===== src/rtl/decode_cycle.sv =====
// Decode stage of a small RV32I-subset pipeline: register file with write-through
// bypass, combinational instruction decode and immediate extension, and the
// D/E pipeline register that feeds the execute stage.
module decode_cycle (
    input  logic        clk,
    input  logic        rst,
    input  logic [31:0] InstrD,
    input  logic [31:0] PCD,
    input  logic [31:0] PCPlus4D,
    input  logic        RegWriteW,
    input  logic [4:0]  RDW,
    input  logic [31:0] ResultW,
    input  logic        FlushE,
    output logic        RegWriteE,
    output logic        MemWriteE,
    output logic        BranchE,
    output logic        ALUSrcE,
    output logic        ResultSrcE,
    output logic [2:0]  ALUControlE,
    output logic [31:0] RD1E,
    output logic [31:0] RD2E,
    output logic [31:0] ImmExtE,
    output logic [31:0] PCE,
    output logic [31:0] PCPlus4E,
    output logic [4:0]  RDE,
    output logic [4:0]  RS1E,
    output logic [4:0]  RS2E
);

    localparam logic [6:0] OP_LW   = 7'b0000011;
    localparam logic [6:0] OP_SW   = 7'b0100011;
    localparam logic [6:0] OP_R    = 7'b0110011;
    localparam logic [6:0] OP_IALU = 7'b0010011;
    localparam logic [6:0] OP_BEQ  = 7'b1100011;

    // ALU operation for R-type / I-ALU; bit 30 selects sub only for R-type
    function automatic logic [2:0] alu_sel(input logic [2:0] funct3,
                                           input logic       is_rtype,
                                           input logic       bit30);
        case (funct3)
            3'b000:  alu_sel = (is_rtype && bit30) ? 3'b001 : 3'b000;
            3'b010:  alu_sel = 3'b101;
            3'b110:  alu_sel = 3'b011;
            3'b111:  alu_sel = 3'b010;
            default: alu_sel = 3'b000;
        endcase
    endfunction

    function automatic logic [31:0] imm_i(input logic [31:0] instr);
        imm_i = {{20{instr[31]}}, instr[31:20]};
    endfunction

    function automatic logic [31:0] imm_s(input logic [31:0] instr);
        imm_s = {{20{instr[31]}}, instr[31:25], instr[11:7]};
    endfunction

    function automatic logic [31:0] imm_b(input logic [31:0] instr);
        imm_b = {{19{instr[31]}}, instr[31], instr[7], instr[30:25], instr[11:8], 1'b0};
    endfunction

    logic [31:0] rf_r [32];

    logic [4:0]  rs1_s;
    logic [4:0]  rs2_s;
    logic [31:0] rd1_s;
    logic [31:0] rd2_s;
    logic        wr_en_s;

    logic        reg_write_s;
    logic        mem_write_s;
    logic        branch_s;
    logic        alu_src_s;
    logic        result_src_s;
    logic [2:0]  alu_ctrl_s;
    logic [31:0] imm_ext_s;

    assign rs1_s   = InstrD[19:15];
    assign rs2_s   = InstrD[24:20];
    assign wr_en_s = RegWriteW && (RDW != 5'd0);

    // Register file storage: cleared on reset, x0 never written
    always_ff @(posedge clk or negedge rst) begin
        if (!rst) begin
            for (int i = 0; i < 32; i++) begin
                rf_r[i] <= 32'd0;
            end
        end else if (wr_en_s) begin
            rf_r[RDW] <= ResultW;
        end
    end

    // Read ports: x0 hard-wired to zero, same-cycle writeback forwarded
    always_comb begin
        rd1_s = 32'd0;
        rd2_s = 32'd0;
        if (rs1_s == 5'd0) begin
            rd1_s = 32'd0;
        end else if (wr_en_s && (RDW == rs1_s)) begin
            rd1_s = ResultW;
        end else begin
            rd1_s = rf_r[rs1_s];
        end
        if (rs2_s == 5'd0) begin
            rd2_s = 32'd0;
        end else if (wr_en_s && (RDW == rs2_s)) begin
            rd2_s = ResultW;
        end else begin
            rd2_s = rf_r[rs2_s];
        end
    end

    // Control and immediate decode from the opcode; unknown opcodes become a bubble
    always_comb begin
        reg_write_s  = 1'b0;
        mem_write_s  = 1'b0;
        branch_s     = 1'b0;
        alu_src_s    = 1'b0;
        result_src_s = 1'b0;
        alu_ctrl_s   = 3'b000;
        imm_ext_s    = 32'd0;
        case (InstrD[6:0])
            OP_LW: begin
                reg_write_s  = 1'b1;
                alu_src_s    = 1'b1;
                result_src_s = 1'b1;
                imm_ext_s    = imm_i(InstrD);
            end
            OP_SW: begin
                mem_write_s = 1'b1;
                alu_src_s   = 1'b1;
                imm_ext_s   = imm_s(InstrD);
            end
            OP_R: begin
                reg_write_s = 1'b1;
                alu_ctrl_s  = alu_sel(InstrD[14:12], 1'b1, InstrD[30]);
            end
            OP_IALU: begin
                reg_write_s = 1'b1;
                alu_src_s   = 1'b1;
                imm_ext_s   = imm_i(InstrD);
                alu_ctrl_s  = alu_sel(InstrD[14:12], 1'b0, InstrD[30]);
            end
            OP_BEQ: begin
                branch_s   = 1'b1;
                alu_ctrl_s = 3'b001;
                imm_ext_s  = imm_b(InstrD);
            end
            default: begin
                reg_write_s  = 1'b0;
                mem_write_s  = 1'b0;
                branch_s     = 1'b0;
                alu_src_s    = 1'b0;
                result_src_s = 1'b0;
                alu_ctrl_s   = 3'b000;
                imm_ext_s    = 32'd0;
            end
        endcase
    end

    // D/E pipeline register: reset or flush loads an all-zero bubble
    always_ff @(posedge clk or negedge rst) begin
        if (!rst) begin
            RegWriteE   <= 1'b0;
            MemWriteE   <= 1'b0;
            BranchE     <= 1'b0;
            ALUSrcE     <= 1'b0;
            ResultSrcE  <= 1'b0;
            ALUControlE <= 3'b000;
            RD1E        <= 32'd0;
            RD2E        <= 32'd0;
            ImmExtE     <= 32'd0;
            PCE         <= 32'd0;
            PCPlus4E    <= 32'd0;
            RDE         <= 5'd0;
            RS1E        <= 5'd0;
            RS2E        <= 5'd0;
        end else if (FlushE) begin
            RegWriteE   <= 1'b0;
            MemWriteE   <= 1'b0;
            BranchE     <= 1'b0;
            ALUSrcE     <= 1'b0;
            ResultSrcE  <= 1'b0;
            ALUControlE <= 3'b000;
            RD1E        <= 32'd0;
            RD2E        <= 32'd0;
            ImmExtE     <= 32'd0;
            PCE         <= 32'd0;
            PCPlus4E    <= 32'd0;
            RDE         <= 5'd0;
            RS1E        <= 5'd0;
            RS2E        <= 5'd0;
        end else begin
            RegWriteE   <= reg_write_s;
            MemWriteE   <= mem_write_s;
            BranchE     <= branch_s;
            ALUSrcE     <= alu_src_s;
            ResultSrcE  <= result_src_s;
            ALUControlE <= alu_ctrl_s;
            RD1E        <= rd1_s;
            RD2E        <= rd2_s;
            ImmExtE     <= imm_ext_s;
            PCE         <= PCD;
            PCPlus4E    <= PCPlus4D;
            RDE         <= InstrD[11:7];
            RS1E        <= rs1_s;
            RS2E        <= rs2_s;
        end
    end

endmodule

===== config.mk =====
export PLATFORM = sky130hd
export DESIGN_NAME = decode_cycle
export DESIGN_NICKNAME = d
export VERILOG_FILES = /design/src/rtl/decode_cycle.sv
export SDC_FILE = /design/constraint.sdc
export NUM_CORES = 2
export LEC_CHECK = 0
export ABC_CLOCK_PERIOD_IN_PS = 2300
export BUFFER_PORTS_ARGS = -buffer_cell sky130_fd_sc_hd__buf_2
export CAP_MARGIN = 20
export CORE_ASPECT_RATIO = 1.4
export CORE_MARGIN = 5
export CORE_UTILIZATION = 53
export DETAILED_ROUTE_END_ITERATION = 6
export GPL_ROUTABILITY_DRIVEN = 0
export PLACE_DENSITY_LB_ADDON = 0.3
export SYNTH_ARGS = -nofsm -noshare
export SYNTH_HDL_FRONTEND = slang
export SYNTH_SLANG_ARGS = --single-unit

===== constraint.sdc =====
create_clock -name clk -period 2.3 [get_ports clk]
set_input_delay 0.345 -clock clk [delete_from_list [all_inputs] [get_ports clk]]
set_output_delay 0.345 -clock clk [all_outputs]
set_load 0.05 [all_outputs]

Yosys cells after proc, flatten, opt, wreduce, memory -nomap -nowiden
Index checks and enable logic that the tools add are counted.
{"block": "classes", "n_lt_le_gt_ge": 4, "mux": 37, "n_reduce_logical": 11, "n_eq_ne": 10, "bitwise": 3}
{"op": "$bwmux 1024", "n": 1}
{"op": "$mux 32", "n": 14}
{"op": "$bmux 32 s5", "n": 2}
{"op": "$demux 32 s5", "n": 1}
{"op": "$pmux 32 s3", "n": 1}
{"op": "$ge 6x6->1 const B", "n": 3}
{"op": "$not 5->6", "n": 3}
{"op": "$pmux 3 s3", "n": 2}
{"op": "$mux 5", "n": 3}
{"op": "$eq 7x6->1 const B", "n": 2}
{"op": "$pmux 3 s4", "n": 1}
{"op": "$mux 1", "n": 11}
{"op": "$eq 5x5->1", "n": 2}
{"op": "$logic_not 5->1", "n": 2}
{"op": "$eq 7x2->1 const B", "n": 1}
{"op": "$eq 7x5->1 const B", "n": 1}
{"op": "$eq 7x7->1 const B", "n": 1}
{"op": "$eq 3x3->1 const B", "n": 2}
{"op": "$lt 6x1->1 const B", "n": 1}
{"op": "$reduce_or 3->1", "n": 2}
{"op": "$reduce_bool 5->1", "n": 1}
{"op": "$logic_and 1x1->1", "n": 4}
{"op": "$eq 3x2->1 const B", "n": 1}
{"op": "$logic_not 3->1", "n": 1}
{"op": "2 further kinds", "n": 2}
{"block": "word_totals", "word_cells": 111, "in_bits": 137, "output_inout_bits": 183, "ff_bits": 1207}

Depth between registers and ports, before layout
{"block": "logic_depth", "depth_word": 7, "depth_mapped": 8, "depth_no_buf": 5}

Worst setup path after synthesis
Ideal clock, no wire load.
{"block": "synth_timing", "path_kind": "input-to-reg", "startpoint": "input port InstrD[20]", "endpoint": "register RD2E[10]", "cell_stages": 7, "setup_slack_ps": 286, "n_path_buf": 3, "t_required_ps": 2174, "arrival_time_ps": 1888, "setup_time_ps": 126, "cell_sequence": "buf_6 buf_6 buf_2 mux4_2 mux2i_1 a211oi_1 a221o_1"}
{"block": "synth_between", "elab_chain_len": 7, "elab_cells_between_ends": 10, "classes_between": "eq/ne (1); mux (6); bitwise (1); reduce/logical (2)"}
{"element": "start, declared", "line_no": "7", "rtl": "input logic [31:0] InstrD,"}
{"element": "$not 5->6 (implied by the code)", "line_no": "108", "rtl": "rd2_s = rf_r[rs2_s];"}
{"element": "$bmux 32 s5", "line_no": "108"}
{"element": "$mux 32 (implied by the code) (2 in a row)", "line_no": "108"}
{"element": "$mux 32", "line_no": "105", "rtl": "end else if (wr_en_s && (RDW == rs2_s)) begin"}
{"element": "$mux 32 (*)", "line_no": "103", "rtl": "if (rs2_s == 5'd0) begin"}
{"element": "$mux 32 (*)", "line_no": "177", "rtl": "end else if (FlushE) begin"}
{"element": "end signal, assigned", "line_no": "200", "rtl": "RD2E <= rd2_s;"}
{"element": "end, declared", "line_no": "21", "rtl": "output logic [31:0] RD2E,"}
Mark *: on every way between the ends. The rest lies on a longest branch, timed or not. The select of a mux whose other input is x is not followed.
A chain may end at the register's enable or synchronous reset.

Worst setup path after layout
{"block": "layout_timing", "startpoint": "input port InstrD[3]", "endpoint": "register ALUControlE[1]"}
{"block": "layout_between", "elab_chain_len": 3, "elab_cells_between_ends": 5, "classes_between": "eq/ne (3); mux (2)"}
{"element": "$eq 7x7->1, or another cell as far along", "line_no": "121", "rtl": "case (InstrD[6:0])"}
{"element": "$pmux 3 s3 (*)", "line_no": "121"}
{"element": "$mux 3 (*)", "line_no": "177"}
{"element": "end signal, assigned", "line_no": "198", "rtl": "ALUControlE <= alu_ctrl_s;"}
{"element": "end, declared", "line_no": "19", "rtl": "output logic [2:0] ALUControlE,"}
Mark *: on every way between the ends. The rest lies on a longest branch, timed or not.

==> tab_implementation.tex <==
\begin{tabular}{lr}
\hline
Metric & Value \\
\hline
\multicolumn{2}{l}{\textbf{Status}} \\
\quad Run status & completed \\
\multicolumn{2}{l}{\textbf{Route}} \\
\quad Remaining antenna violation count after routing & 0 \\
\quad Routed wirelength normalized by instance count & $\sim$32 µm \\
\quad Vias per inst & 6.711 \\
\quad DR pass1 iterations & 5 \\
\quad DRC Markers & 0 \\
\quad Wirelength, routed & 190700 µm \\
\quad First DRT Iteration DRCs & 3722 \\
\quad Via count & 39.43k \\
\multicolumn{2}{l}{\textbf{Clock tree}} \\
\quad Depth of the CTS H-tree & 3 \\
\quad Clock tree from TritonCTS & built \\
\quad Clock Sink Count & 1188 \\
\quad Clock latency of the later-clocked register in the worst-skew pair & 0.72 ns \\
\quad Post-CTS Setup Bufs & 0 \\
\quad Resized cells post-CTS & 0 \\
\quad CTS root buf & sky130\_fd\_sc\_hd\_\_clkbuf\_16 \\
\quad CTS max path bufs & 3 \\
\quad Clock-pin slew on the worst setup and hold paths & 0.06 ns \\
\quad Total clock buffers created by CTS & 113 \\
\quad CTS hold repair buffers & 91 \\
\multicolumn{2}{l}{\textbf{STA}} \\
\quad Worst slew pin tran & a little under 0.9 ns \\
\quad Final count of hold timing violations & 0 \\
\quad Maximum achievable frequency & 437.0 MHz \\
\quad Total count of max-transition violations in the final report & 0 \\
\quad Post-route worst hold slack & 0.09273 ns \\
\quad Clock skew & 0.03469 ns \\
\quad Unrepaired setup endpoints after global routing & no \\
\quad Time the worst path needs with I/O delays and setup & 2.288 ns \\
\quad Final setup viols & 0 \\
\quad Portion of the clock cycle consumed by the worst path in the final layout & around 99\% \\
\quad Worst slew slack as a fraction of its limit & about two fifths \\
\quad Final critical-path setup slack & 0.01156 ns \\
\multicolumn{2}{l}{\textbf{Global routing}} \\
\quad Number of global-route vias before repair & 41.60k \\
\quad All-Layer GR Usage & 31.66\% \\
\quad Pin count of the biggest net entering global routing & 71 \\
\quad First-pass GRT wire length & 281900 µm \\
\quad Number of antenna violations at the first check in global routing & 28 \\
\quad Remaining global-route overflow & 0 \\
\multicolumn{2}{l}{\textbf{Power}} \\
\quad Static leakage & 31.16 nW \\
\quad Pwr dens & roughly 840 nW/µm² \\
\quad Peak supply drop & around 0.00066 V \\
\quad Total power & 59.17 mW \\
\multicolumn{2}{l}{\textbf{Final layout}} \\
\quad Cell area after layout & approximately 70000 µm² \\
\quad Most frequent standard cell in the layout excluding fill and tap cells & sky130\_fd\_sc\_hd\_\_dfrtp\_1 \\
\quad Number of inserted filler cells in the final layout & around 8k \\
\quad Area used by multi-input combinational logic & 28000 µm² \\
\quad Sequential standard cell area & 29730 µm² \\
\quad Share of final-layout standard cells stronger than drive strength 1 & 55.45\% \\
\quad Area growth from synthesis to layout & 17.85\% \\
\quad Most frequent cells in the layout & sky130\_fd\_sc\_hd\_\_dfrtp\_1, sky130\_fd\_sc\_hd\_\_mux2\_2, sky130\_fd\_sc\_hd\_\_mux4\_2 \\
\quad Number of nets in the layout & between 4k and 5k \\
\multicolumn{2}{l}{\textbf{Worst setup path}} \\
\quad Launching element type of the critical path & primary input \\
\quad Critical path capture point type & flip-flop \\
\quad Max FO, Critical Path & 6 \\
\quad Crit path kind & in -> reg \\
\quad Critical path data required time & approximately 2.9 ns \\
\quad R2r setup slk & $\sim$0.43 ns \\
\quad Critical Path AT & about 2.9 ns \\
\multicolumn{2}{l}{\textbf{Logic synthesis}} \\
\quad Async SR Flop Fraction & 100.0\% \\
\quad Total of flip-flops plus latches after synthesis & between 1k and 1.5k \\
\quad Post-Synthesis Cells & 3877 \\
\quad Prevailing post-synth register cell & sky130\_fd\_sc\_hd\_\_dfrtp\_1 \\
\quad Area contributors post-synth & sky130\_fd\_sc\_hd\_\_dfrtp\_1, sky130\_fd\_sc\_hd\_\_mux4\_2, sky130\_fd\_sc\_hd\_\_mux2\_2, sky130\_fd\_sc\_hd\_\_nor2b\_1, sky130\_fd\_sc\_hd\_\_clkbuf\_1 \\
\quad Proportion of synthesized chip area in sequential cells & 49.76\% \\
\quad Count of warnings emitted by yosys & 0 \\
\quad Proportion of netlist area held by the largest area contributor & between 40\% and 50\% \\
\quad Synthesized area divided by synthesized cell count & approximately 15 µm² \\
\quad Cell area after synthesis & around 60000 µm² \\
\quad Count of unique library cells instantiated by Yosys & 48 \\
\quad Synth area leader & sky130\_fd\_sc\_hd\_\_dfrtp\_1 \\
\quad Synth Net Count & around 4k \\
\quad Number of enable-type register cells in the synthesized netlist & 0 \\
\multicolumn{2}{l}{\textbf{Placement}} \\
\quad Worst Setup Slack post-DPL & -0.1173 ns \\
\quad Half-perimeter wire length after placement & 120000 µm \\
\quad Number of port buffers & $\sim$320 \\
\quad Post-Place Cell Area & approximately 66000 µm² \\
\multicolumn{2}{l}{\textbf{Die}} \\
\quad Die span in x & 293.8 µm \\
\quad Effective utilization at floorplan & between 50\% and 60\% \\
\quad Number of ports placed on the die boundary & 320 \\
\quad Row Count & 145 \\
\quad Core Box Area & approximately 110000 µm² \\
\quad Die H & a little over 400 µm \\
\quad Area of the die & 119600 µm² \\
\multicolumn{2}{l}{\textbf{Flow run}} \\
\quad Number of maximum-capacitance constraint violations & 0 \\
\multicolumn{2}{l}{\textbf{Worst hold path}} \\
\quad Path type of the worst min-delay path & in -> reg \\
\hline
\end{tabular}
==> metrics by stage <==
stage / std cells / TNS [ns] / util, %
6_report: 5875 / 0 / 63.00
4_1_cts: 5863 / 0 / 62.98
3_3_place_gp: 5563 / -1.856 / 58.66
5_1_grt: 5873 / 0 / 63.00
3_5_place_dp: 5563 / -2.293 / 58.66
2_1_floorplan: 3877 / 0 / -
==> worst paths after layout <==
kind,from,to,cells after the start
max,InstrD[3],ALUControlE[1],7
min,InstrD[13],ALUControlE[2],4
max reg2reg,rf_r[576],RD2E[0],5
min reg2reg,rf_r[1002],rf_r[1002],0
max in group asynchronous,rst,rf_r[731],4
min in group asynchronous,rst,ALUControlE[0],2
==> where the power goes <==
part           switching (mW)  internal [mW]  total [mW]  leakage [nW]
logic                    5.00           7.08        12.1          14.0
clock network            8.43           11.3        19.7          1.90
registers                2.82           24.5        27.3          15.3
==> cells by family (layout without fill, tap and decap cells) <==
| logic type | Yosys count | count (layout) | synth area share (%) |
|---|---|---|---|
| mux | 1593 | 1593 | 39.54 |
| flops | 1188 | 1188 | 49.76 |
| buf+inv | 456 | 972 | 3.734 |
| compound gates | 320 | 320 | 4.092 |
| simple gates | 310 | 310 | 2.729 |
| xor+xnor | 10 | 10 | 0.1466 |
| other cells | 0 | 12 | 0 |
==> cells in the mapped netlist, drive strengths merged, types with 2 or more instances <==
| cell | instances |
|---|---|
| a211oi | 74 |
| a21oi | 44 |
| a221o | 40 |
| a22oi | 80 |
| a31oi | 2 |
| and2 | 3 |
| buf | 244 |
| clkbuf | 208 |
| dfrtp | 1188 |
| inv | 4 |
| mux2 | 1016 |
| mux2i | 65 |
| mux4 | 512 |
| nand2 | 80 |
| nand2b | 5 |
| nand3 | 4 |
| nand3b | 4 |
| nor2 | 58 |
| nor2b | 132 |
| nor3 | 7 |
| nor3b | 4 |
| nor4 | 4 |
| o221ai | 48 |
| o22ai | 25 |
| or2 | 4 |
| xnor2 | 8 |
| xor2 | 2 |
==> critical path, stage by stage <==
cell and delay [ns]:
sky130_fd_sc_hd__dlygate4sd3_1 0.53, sky130_fd_sc_hd__buf_2 0.13, sky130_fd_sc_hd__or4_1 0.65, sky130_fd_sc_hd__nor2_1 0.20, sky130_fd_sc_hd__nand2_1 0.10, sky130_fd_sc_hd__nor2_1 0.29, sky130_fd_sc_hd__dlygate4sd3_1 0.67
==> flip-flops by register name (all words and copies together) (netlist names) <==
signal	count
rf_r	1024
PCE	32
PCPlus4E	32
RD1E	32
RD2E	32
ImmExtE	13
RDE	5
RS1E	5
RS2E	5
ALUControlE	3
ALUSrcE	1
BranchE	1
MemWriteE	1
RegWriteE	1
ResultSrcE	1
==> layer usage <==
metal | wire (µm) | part of all wire (%) | GRT usage [%] | vias to the layer above
li1 | - | - | - | 15710
met1 | 71720 | 38 | 41.98 | 21050
met2 | 91360 | 48 | 50.01 | 2122
met3 | 16370 | 8.6 | 6.185 | 534
met4 | 11140 | 5.8 | 16.64 | 10
met5 | 61 | 0.032 | 0 | -
==> area by class of cell <==
| cell class | instances | share of cell area (%) |
|---|---|---|
| Tap cell | 1470 | 2.612 |
| Timing Repair Buffer | 759 | 9.773 |
| Clock buffer | 153 | 4.588 |
| Inverter | 4 | 0.02132 |
| Multi-Input combinational cell | 2233 | 39.77 |
| Antenna cell | 12 | 0.04265 |
| Sequential cell | 1188 | 42.22 |
| Clock inverter | 56 | 0.9756 |
No activity file was read; power rests on OpenSTA's default activity.
